--- config.mk ---
export PLATFORM = sky130hd
export DESIGN_NAME = dot_product_seq
export DESIGN_NICKNAME = d
export VERILOG_FILES = /design/src/rtl/dot_product_seq.sv
export SDC_FILE = /design/constraint.sdc
export NUM_CORES = 1
export LEC_CHECK = 0
export BUFFER_PORTS_ARGS = -buffer_cell sky130_fd_sc_hd__buf_2
export CAP_MARGIN = 25
export CORE_MARGIN = 1.5
export CORE_UTILIZATION = 60
export CTS_CLUSTER_DIAMETER = 50
export DETAILED_ROUTE_END_ITERATION = 7
export PLACE_DENSITY = 0.89
export SLEW_MARGIN = 20
export SYNTH_ARGS = -nofsm -noshare
export SYNTH_HDL_FRONTEND = slang
export SYNTH_SLANG_ARGS = --single-unit
--- constraint.sdc ---
create_clock -name clk -period 5.9 [get_ports clk]
set_clock_uncertainty 0.1 [all_clocks]
set_input_delay 0.295 -clock clk [delete_from_list [all_inputs] [get_ports clk]]
set_output_delay 0.295 -clock clk [all_outputs]
set_load 0.05 [all_outputs]
--- src/rtl/dot_product_seq.sv ---
// dot_product_seq: drives a shared read port for two operand memories and
// multiply-accumulates VECTOR_WIDTH pairs per vector, streaming one result each.
module dot_product_seq #(
    parameter int DATA_WIDTH   = 8,
    parameter int VECTOR_WIDTH = 4,
    parameter int ADDR_WIDTH   = 5,
    parameter int ACC_WIDTH    = 18
) (
    input  logic                  clk,
    input  logic                  rst_n,
    input  logic                  start,
    input  logic                  abort,
    input  logic [ADDR_WIDTH-1:0] base_addr,
    input  logic [ADDR_WIDTH-1:0] num_vectors,
    output logic                  busy,
    output logic                  done,
    output logic                  rd_en,
    output logic [ADDR_WIDTH-1:0] rd_addr,
    input  logic [DATA_WIDTH-1:0] mem1_data,
    input  logic [DATA_WIDTH-1:0] mem2_data,
    output logic                  res_valid,
    input  logic                  res_ready,
    output logic [ACC_WIDTH-1:0]  res_data,
    output logic [ADDR_WIDTH-1:0] res_index
);

    localparam int CW = (VECTOR_WIDTH > 1) ? $clog2(VECTOR_WIDTH) : 1;
    localparam logic [ADDR_WIDTH-1:0] A_ONE = 1;
    localparam logic [CW-1:0]         C_ONE = 1;
    localparam logic [CW-1:0]         C_LAST = CW'(VECTOR_WIDTH - 1);

    typedef enum logic [2:0] {
        S_IDLE,
        S_READ,
        S_DRAIN,
        S_OUT,
        S_DONE
    } state_t;

    state_t                state_q;
    logic                  busy_q;
    logic                  done_q;
    logic                  rd_en_q;
    logic                  rd_en_dly_q;
    logic [ADDR_WIDTH-1:0] rd_addr_q;
    logic [ADDR_WIDTH-1:0] addr_q;
    logic [ADDR_WIDTH-1:0] num_q;
    logic [ADDR_WIDTH-1:0] vec_q;
    logic [CW-1:0]         elem_q;
    logic [ACC_WIDTH-1:0]  acc_q;
    logic [ACC_WIDTH-1:0]  acc_d;
    logic                  res_valid_q;
    logic [ACC_WIDTH-1:0]  res_data_q;
    logic [ADDR_WIDTH-1:0] res_index_q;
    logic [2*DATA_WIDTH-1:0] prod;

    // Unsigned product of the current element pair, added into the running sum.
    always_comb begin
        prod  = (2*DATA_WIDTH)'(mem1_data) * (2*DATA_WIDTH)'(mem2_data);
        acc_d = acc_q + ACC_WIDTH'(prod);
    end

    // Sequencer FSM with registered outputs and the MAC accumulator.
    always_ff @(posedge clk) begin
        if (!rst_n) begin
            state_q     <= S_IDLE;
            busy_q      <= 1'b0;
            done_q      <= 1'b0;
            rd_en_q     <= 1'b0;
            rd_en_dly_q <= 1'b0;
            rd_addr_q   <= '0;
            addr_q      <= '0;
            num_q       <= '0;
            vec_q       <= '0;
            elem_q      <= '0;
            acc_q       <= '0;
            res_valid_q <= 1'b0;
            res_data_q  <= '0;
            res_index_q <= '0;
        end else begin
            done_q      <= 1'b0;
            rd_en_dly_q <= rd_en_q;
            if (rd_en_dly_q) begin
                acc_q <= acc_d;
            end
            if (abort && state_q != S_IDLE) begin
                state_q     <= S_IDLE;
                busy_q      <= 1'b0;
                rd_en_q     <= 1'b0;
                rd_en_dly_q <= 1'b0;
                res_valid_q <= 1'b0;
            end else begin
                unique case (state_q)
                    S_IDLE: begin
                        if (start && !abort) begin
                            busy_q <= 1'b1;
                            num_q  <= num_vectors;
                            vec_q  <= '0;
                            if (num_vectors == '0) begin
                                state_q <= S_DONE;
                            end else begin
                                state_q   <= S_READ;
                                rd_en_q   <= 1'b1;
                                rd_addr_q <= base_addr;
                                addr_q    <= base_addr + A_ONE;
                                elem_q    <= '0;
                                acc_q     <= '0;
                            end
                        end
                    end
                    S_READ: begin
                        if (elem_q == C_LAST) begin
                            rd_en_q <= 1'b0;
                            state_q <= S_DRAIN;
                        end else begin
                            rd_addr_q <= addr_q;
                            addr_q    <= addr_q + A_ONE;
                            elem_q    <= elem_q + C_ONE;
                        end
                    end
                    S_DRAIN: begin
                        res_data_q  <= acc_d;
                        res_index_q <= vec_q;
                        res_valid_q <= 1'b1;
                        state_q     <= S_OUT;
                    end
                    S_OUT: begin
                        if (res_ready) begin
                            res_valid_q <= 1'b0;
                            if (vec_q == num_q - A_ONE) begin
                                state_q <= S_DONE;
                            end else begin
                                vec_q     <= vec_q + A_ONE;
                                state_q   <= S_READ;
                                rd_en_q   <= 1'b1;
                                rd_addr_q <= addr_q;
                                addr_q    <= addr_q + A_ONE;
                                elem_q    <= '0;
                                acc_q     <= '0;
                            end
                        end
                    end
                    S_DONE: begin
                        done_q  <= 1'b1;
                        busy_q  <= 1'b0;
                        state_q <= S_IDLE;
                    end
                    default: begin
                        state_q <= S_IDLE;
                    end
                endcase
            end
        end
    end

    assign busy      = busy_q;
    assign done      = done_q;
    assign rd_en     = rd_en_q;
    assign rd_addr   = rd_addr_q;
    assign res_valid = res_valid_q;
    assign res_data  = res_data_q;
    assign res_index = res_index_q;

endmodule

**Word level (Yosys, flattened, before mapping)**

Cells that the tools add are included.

- Add/sub/neg operators: 6
- $mul: 1
- Equality and inequality tests: 12
- Multiplexer cells: 46
- Bitwise logic cells: 2
- Reduce and logical (&&, ||, !) cells: 19

Operator list:

| cell | number |
|---|---|
| two-way mux 18 bit | 6 |
| two-way mux 5 bit | 13 |
| case mux 18 bit (2 select lines) | 1 |
| case mux 5 bit (3 select lines) | 2 |
| adder 18 x 16 -> 18 bit | 1 |
| multiplier 8 x 8 -> 16 bit | 1 |
| adder 5 x 1 -> 5 bit (second input constant) | 3 |
| two-way mux 3 bit | 5 |
| inequality test 2 bit (second input constant) | 6 |
| case mux 3 bit (4 select lines) | 1 |
| two-way mux 2 bit | 5 |
| case mux 5 bit (2 select lines) | 1 |
| two-way mux 1 bit | 8 |
| AND reduction 7 bit | 1 |
| == test 3 x 2 -> 1 bit (second input constant) | 2 |
| case mux 2 bit (3 select lines) | 1 |
| AND reduction 2 bit | 3 |
| AND reduction 3 bit | 2 |
| AND reduction 6 bit | 1 |
| nonzero test 2 bit | 3 |
| nonzero test 3 bit | 2 |
| == test 5 bit | 1 |
| zero test 5 bit | 1 |
| AND reduction 5 bit | 1 |
| 12 further kinds | 15 |

- Flip-flop bits (word level): 71
- Bits of input ports: 31
- Output and inout bits: 32

**Logic depth before layout (Yosys ltp)**

- Depth in word-level cells: 7
- Depth in mapped cells: 19
- Mapped depth without buffers: 18

**Least setup slack after synthesis**

No wires, ideal clock.

- Path kind: input to register
- Start point: in mem1_data[5]
- End point: reg res_data_q[14], in the netlist res_data[14]
- Library setup time: 0.074 ns
- Data arrival time: 4.269 ns
- Path slack: 1.457 ns
- Stages on the path: 17
- Buffers on the path: 1
- Cells stage by stage: clkbuf_1 -> nand2_1 -> fa_1 -> fa_1 -> inv_1 -> fa_1 -> inv_1 -> fa_1 -> inv_1 -> ha_1 -> o21a_1 -> o21ai_0 -> nand2b_1 -> a31oi_1 -> o21ai_0 -> xnor2_1 -> o21ai_0

- Word-level cells in the longest chain between the ends: 2

Ends and longest elaborated chain:

| item | RTL line | RTL |
|---|---|---|
| from (decl) | 19 | `input logic [DATA_WIDTH-1:0] mem1_data,` |
| multiplier 8 x 8 -> 16 bit | 59 | `prod = (2*DATA_WIDTH)'(mem1_data) * (2*DATA_WIDTH)'(mem2_data);` |
| adder 18 x 16 -> 18 bit | 60 | `acc_d = acc_q + ACC_WIDTH'(prod);` |
| to (signal assigned) | 78 | `res_data_q <= '0;` |
| to (signal assigned) | 122 | `res_data_q <= acc_d;` |
| to (decl) | 53 | `logic [ACC_WIDTH-1:0] res_data_q;` |

Every way passes these cells.
A chain may end at the register's enable or synchronous reset.

**Final worst setup path**

- Start point: reg acc_q[4]
- End point: reg res_data_q[14], in the netlist res_data[14]

- Word-level cells in the longest chain between the ends: 1

Ends and longest elaborated chain:

| item | RTL line | RTL |
|---|---|---|
| from (decl) | 50 | `logic [ACC_WIDTH-1:0] acc_q;` |
| from (signal assigned) | 76 | `acc_q <= '0;` |
| from (signal assigned) | 84 | `acc_q <= acc_d;` |
| from (signal assigned) | 107 | `acc_q <= '0;` |
| adder 18 x 16 -> 18 bit | 60 |  |

Every way passes these cells.

==> flow_metrics.env <==
export IMPL_avgSynthCellArea_um2=8.40
export IMPL_synth_cells=691
export IMPL_wl_um=12900
export IMPL_grt_pass1_wl_um=22100
export IMPL_fin_util_pct=68.7
export IMPL_path_clk_slew_ns=0.08
export IMPL_p_seq_share_pct=27.7
export IMPL_p_sw_share_pct=42.7
export IMPL_timing_fmax_mhz=214
export IMPL_p_per_area_nw_per_um2=306
export IMPL_worstSetupPathType="flip-flop to flip-flop"
export IMPL_num_vias=4900
export IMPL_crit_path_start_kind="flip-flop"
export IMPL_slowest_delay_ns=0.59
export IMPL_combPwrFrac_pct=51.6
export IMPL_maxCapViolCount=0
export IMPL_cts_made_buffers=9
export IMPL_cts_buffer_depth=2
export IMPL_place_gp_congestion=0.937
export IMPL_end_kind="flip-flop"
export IMPL_worstPathArrival_ns=4.85
export IMPL_yosysWarnings=0
export IMPL_power_switching_uw=837
export IMPL_grt_setup_unrepaired="no"
export IMPL_clkSinkCount=71
export IMPL_routedWlPerCell_um=14.7
export IMPL_finalCriticalPeriod_ns=4.67
export IMPL_hold_end="num_q[2]"
export IMPL_relSlewSlack_pct=46.3
export IMPL_place_ws_ns=1.10
export IMPL_cts_setup_buffers=0
export IMPL_p_leak_nw=2.99
export IMPL_final_net_count=869
export IMPL_rows=35
export IMPL_postRouteAntennaNets=0
export IMPL_period_share_pct=79.2
export IMPL_cts_tree="built"
export IMPL_r2r_slack_ns=1.23
export IMPL_chipHeight_um=101
export IMPL_ys_ff_latch=71
export IMPL_rr_endpoint="res_data[14]"
export IMPL_die_area_um2=10300
export IMPL_layout_setup_ws_ns=1.23
export IMPL_drc=0
export IMPL_syn_area_um2=5800
export IMPL_cts_root_buf="clkbuf_8"
export IMPL_overflow=0
export IMPL_cts_resized=0
export IMPL_min_delay_start="num_vectors[2]"
export IMPL_core_area_um2=9330
export IMPL_portBuffers=62
export IMPL_cp_required_ns=6.08
export IMPL_grt_max_degree=37
export IMPL_antenna_found_initial=0
export IMPL_finalSetupViolCount=0
export IMPL_grt_pass1_vias=4988
export IMPL_whs_ns=0.105
export IMPL_async_flop_share_pct=0
export IMPL_crit_fanout=6
export IMPL_hold_viol=0
export IMPL_cts_hold_buf=0
export IMPL_rr_startpoint="acc_q[4]"
export IMPL_diodes=0
export IMPL_track_usage_pct=26.9
export IMPL_hpwl_um=10100
export IMPL_pin_count=63
export IMPL_final_layout_size_suffix_gt1_share_pct=13.4
export IMPL_via_per_inst=5.58
export IMPL_crit_chain="inv_1 > fa_1 > inv_1 > fa_1 > ha_1 > inv_1 > fa_1 > inv_1 > ha_1 > a21o_1 > a21oi_1 > o21ai_0 > a31oi_1 > o21ai_0 > xnor2_1 > o21ai_0"
export IMPL_syn_nets=816
export IMPL_htreeDepth=3
export IMPL_tightest_slew_ns=0.805
export IMPL_ir_worst_vdd_uv=163
export IMPL_clock_latency_ns=0.36
export IMPL_first_iter_violations=345
export IMPL_crit_slowest_cell="fa_1"
export IMPL_clkPwrFrac_pct=20.7
export IMPL_syn2layout_area_growth_pct=10.4
export IMPL_yosys_cell_types_count=60
export IMPL_synth_seq_area_share_pct=24.5
export IMPL_drt_first_pass_iters=5
export IMPL_yosys_most_used_dff="dfxtp_1"
export IMPL_min_path_type="input port to flip-flop"
export IMPL_path_common_cell="inv_1"
export IMPL_initial_utilization_pct=62.2
export IMPL_maxSlewViolCount=0
export IMPL_synth_edf_count=0
export IMPL_status="complete, no violations"
export IMPL_fin_setup_tns_ns=0
export IMPL_internal_power_mw=1.12
export IMPL_die_width_um=101
export IMPL_r2r_cells=16
export IMPL_whs_path_depth=3
cells in the mapped netlist (2+ instances only):
library cell,n,area [µm²]
inv_1,106,398
nand2_1,96,360
dfxtp_1,71,1420
fa_1,50,1000
nor2_1,47,176
ha_1,44,551
a21oi_1,41,205
and2_1,35,219
o21ai_0,24,120
nand3_1,18,90.1
clkbuf_1,17,63.8
mux2i_1,17,170
xnor2_1,13,114
xor2_1,9,78.8
a211oi_1,7,52.6
a31oi_1,7,43.8
nand2b_1,7,43.8
nor3_1,7,35.0
nand4_1,6,37.5
a21o_1,5,37.5
and3_1,5,31.3
nor2b_1,5,31.3
o21a_1,4,30.0
buf_6,3,33.8
o211ai_1,3,22.5
a41oi_1,2,17.5
clkbuf_8,2,27.5
mux2_2,2,22.5
nand3b_1,2,15.0
nor4_1,2,12.5
o2111ai_1,2,17.5
o21ai_2,2,17.5
o21bai_1,2,15.0
o31ai_1,2,15.0
cells in the final DEF, fill, tap and decap left out, drive strengths merged, types with 5 or more instances in the layout:
cell,synthesis,layout
clkbuf,19,11
and2,36,36
a21o,5,5
and3,5,5
a31oi,8,8
nor3,8,8
a211oi,8,8
nand4,6,6
xor2,9,9
nand3,18,18
dfxtp,71,71
mux2i,17,17
ha,44,44
nor2,48,48
nor2b,5,5
fa,50,50
nand2b,7,7
a21oi,42,42
nand2,96,96
buf,4,65
xnor2,13,13
o21ai,27,27
inv,106,106
power groups by stage:
| stage | clock network, mW | registers [mW] | logic, mW |
|---|---|---|---|
| floorplan | 0 | 0.571 | 0.764 |
| global placement | 0 | 0.554 | 0.948 |
| detailed placement | 0 | 0.556 | 0.992 |
| CTS | 0.405 | 0.546 | 1.00 |
| global route | 0.427 | 0.548 | 1.15 |
| finish | 0.405 | 0.543 | 1.01 |
how the worst max path moves through the flow:
stage,cells after the start,endpoint,slack (ns),start
detailed placement,17,res_data[14],1.10,mem1_data[7]
floorplan,17,res_data[14],1.46,mem1_data[5]
global route,16,res_data[14],0.98,acc_q[4]
global placement,17,res_data[14],1.30,mem1_data[5]
finish,16,res_data[14],1.23,acc_q[4]
CTS,16,res_data[14],1.24,acc_q[4]
area by class of cell:
type / instances / area (µm²)
clock inverters: 5 / 56.3
inverters: 107 / 402
repair buffers: 65 / 360
fillers: 725 / 2920
well taps: 129 / 161
multi-input cells: 490 / 3850
flip-flops and latches: 71 / 1420
clock buffers: 11 / 151
through the flow:
stage	cell area [µm²]	cells	power, mW
floorplan	5800	691	1.33
global placement	6160	860	1.50
detailed placement	6160	860	1.55
CTS	6360	876	1.95
global route	6410	878	2.12
finish	6410	878	1.96
cells by family (layout without fill, tap and decap cells):
family                   after synthesis  after routing  synth area share [%]
flip-flops                            71             71                  24.5
XOR/XNOR                              22             22                  3.32
AO/OA/AOI/OAI                        115            115                  13.2
AND/OR/NAND/NOR                      240            240                  19.7
buffers and inverters                130            188                  9.17
multiplexers                          19             19                  3.32
adder cells (fa/ha/maj)               94             94                  26.7
worst max-delay path, delay by kind of cell, from the launching register on:
family | cells | cell delay [ns]
XOR/XNOR | 1 | 0.16
flip-flops | 1 | 0.33
AO/OA/AOI/OAI | 6 | 1.61
adder cells (fa/ha/maj) | 5 | 2.16
buffers and inverters | 4 | 0.23
registers in the layout, indices dropped and copies added (netlist names):
register and cells:
done 1, rd_en_dly_q 1, num_q 5, rd_addr 5, res_valid 1, busy 1, rd_en 1, state_q 3
acc_q 18, res_data 18, elem_q 2, res_index 5, addr_q 5, vec_q 5
routing by layer:
| metal | track usage (%) | part of all wire (%) |
|---|---|---|
| met4 | 8.97 | 2.4 |
| met3 | 4.49 | 5.2 |
| met5 | 0 | 0 |
| met1 | 32.6 | 40 |
| met2 | 48.5 | 52 |
Power figures use the tool's default switching activity.
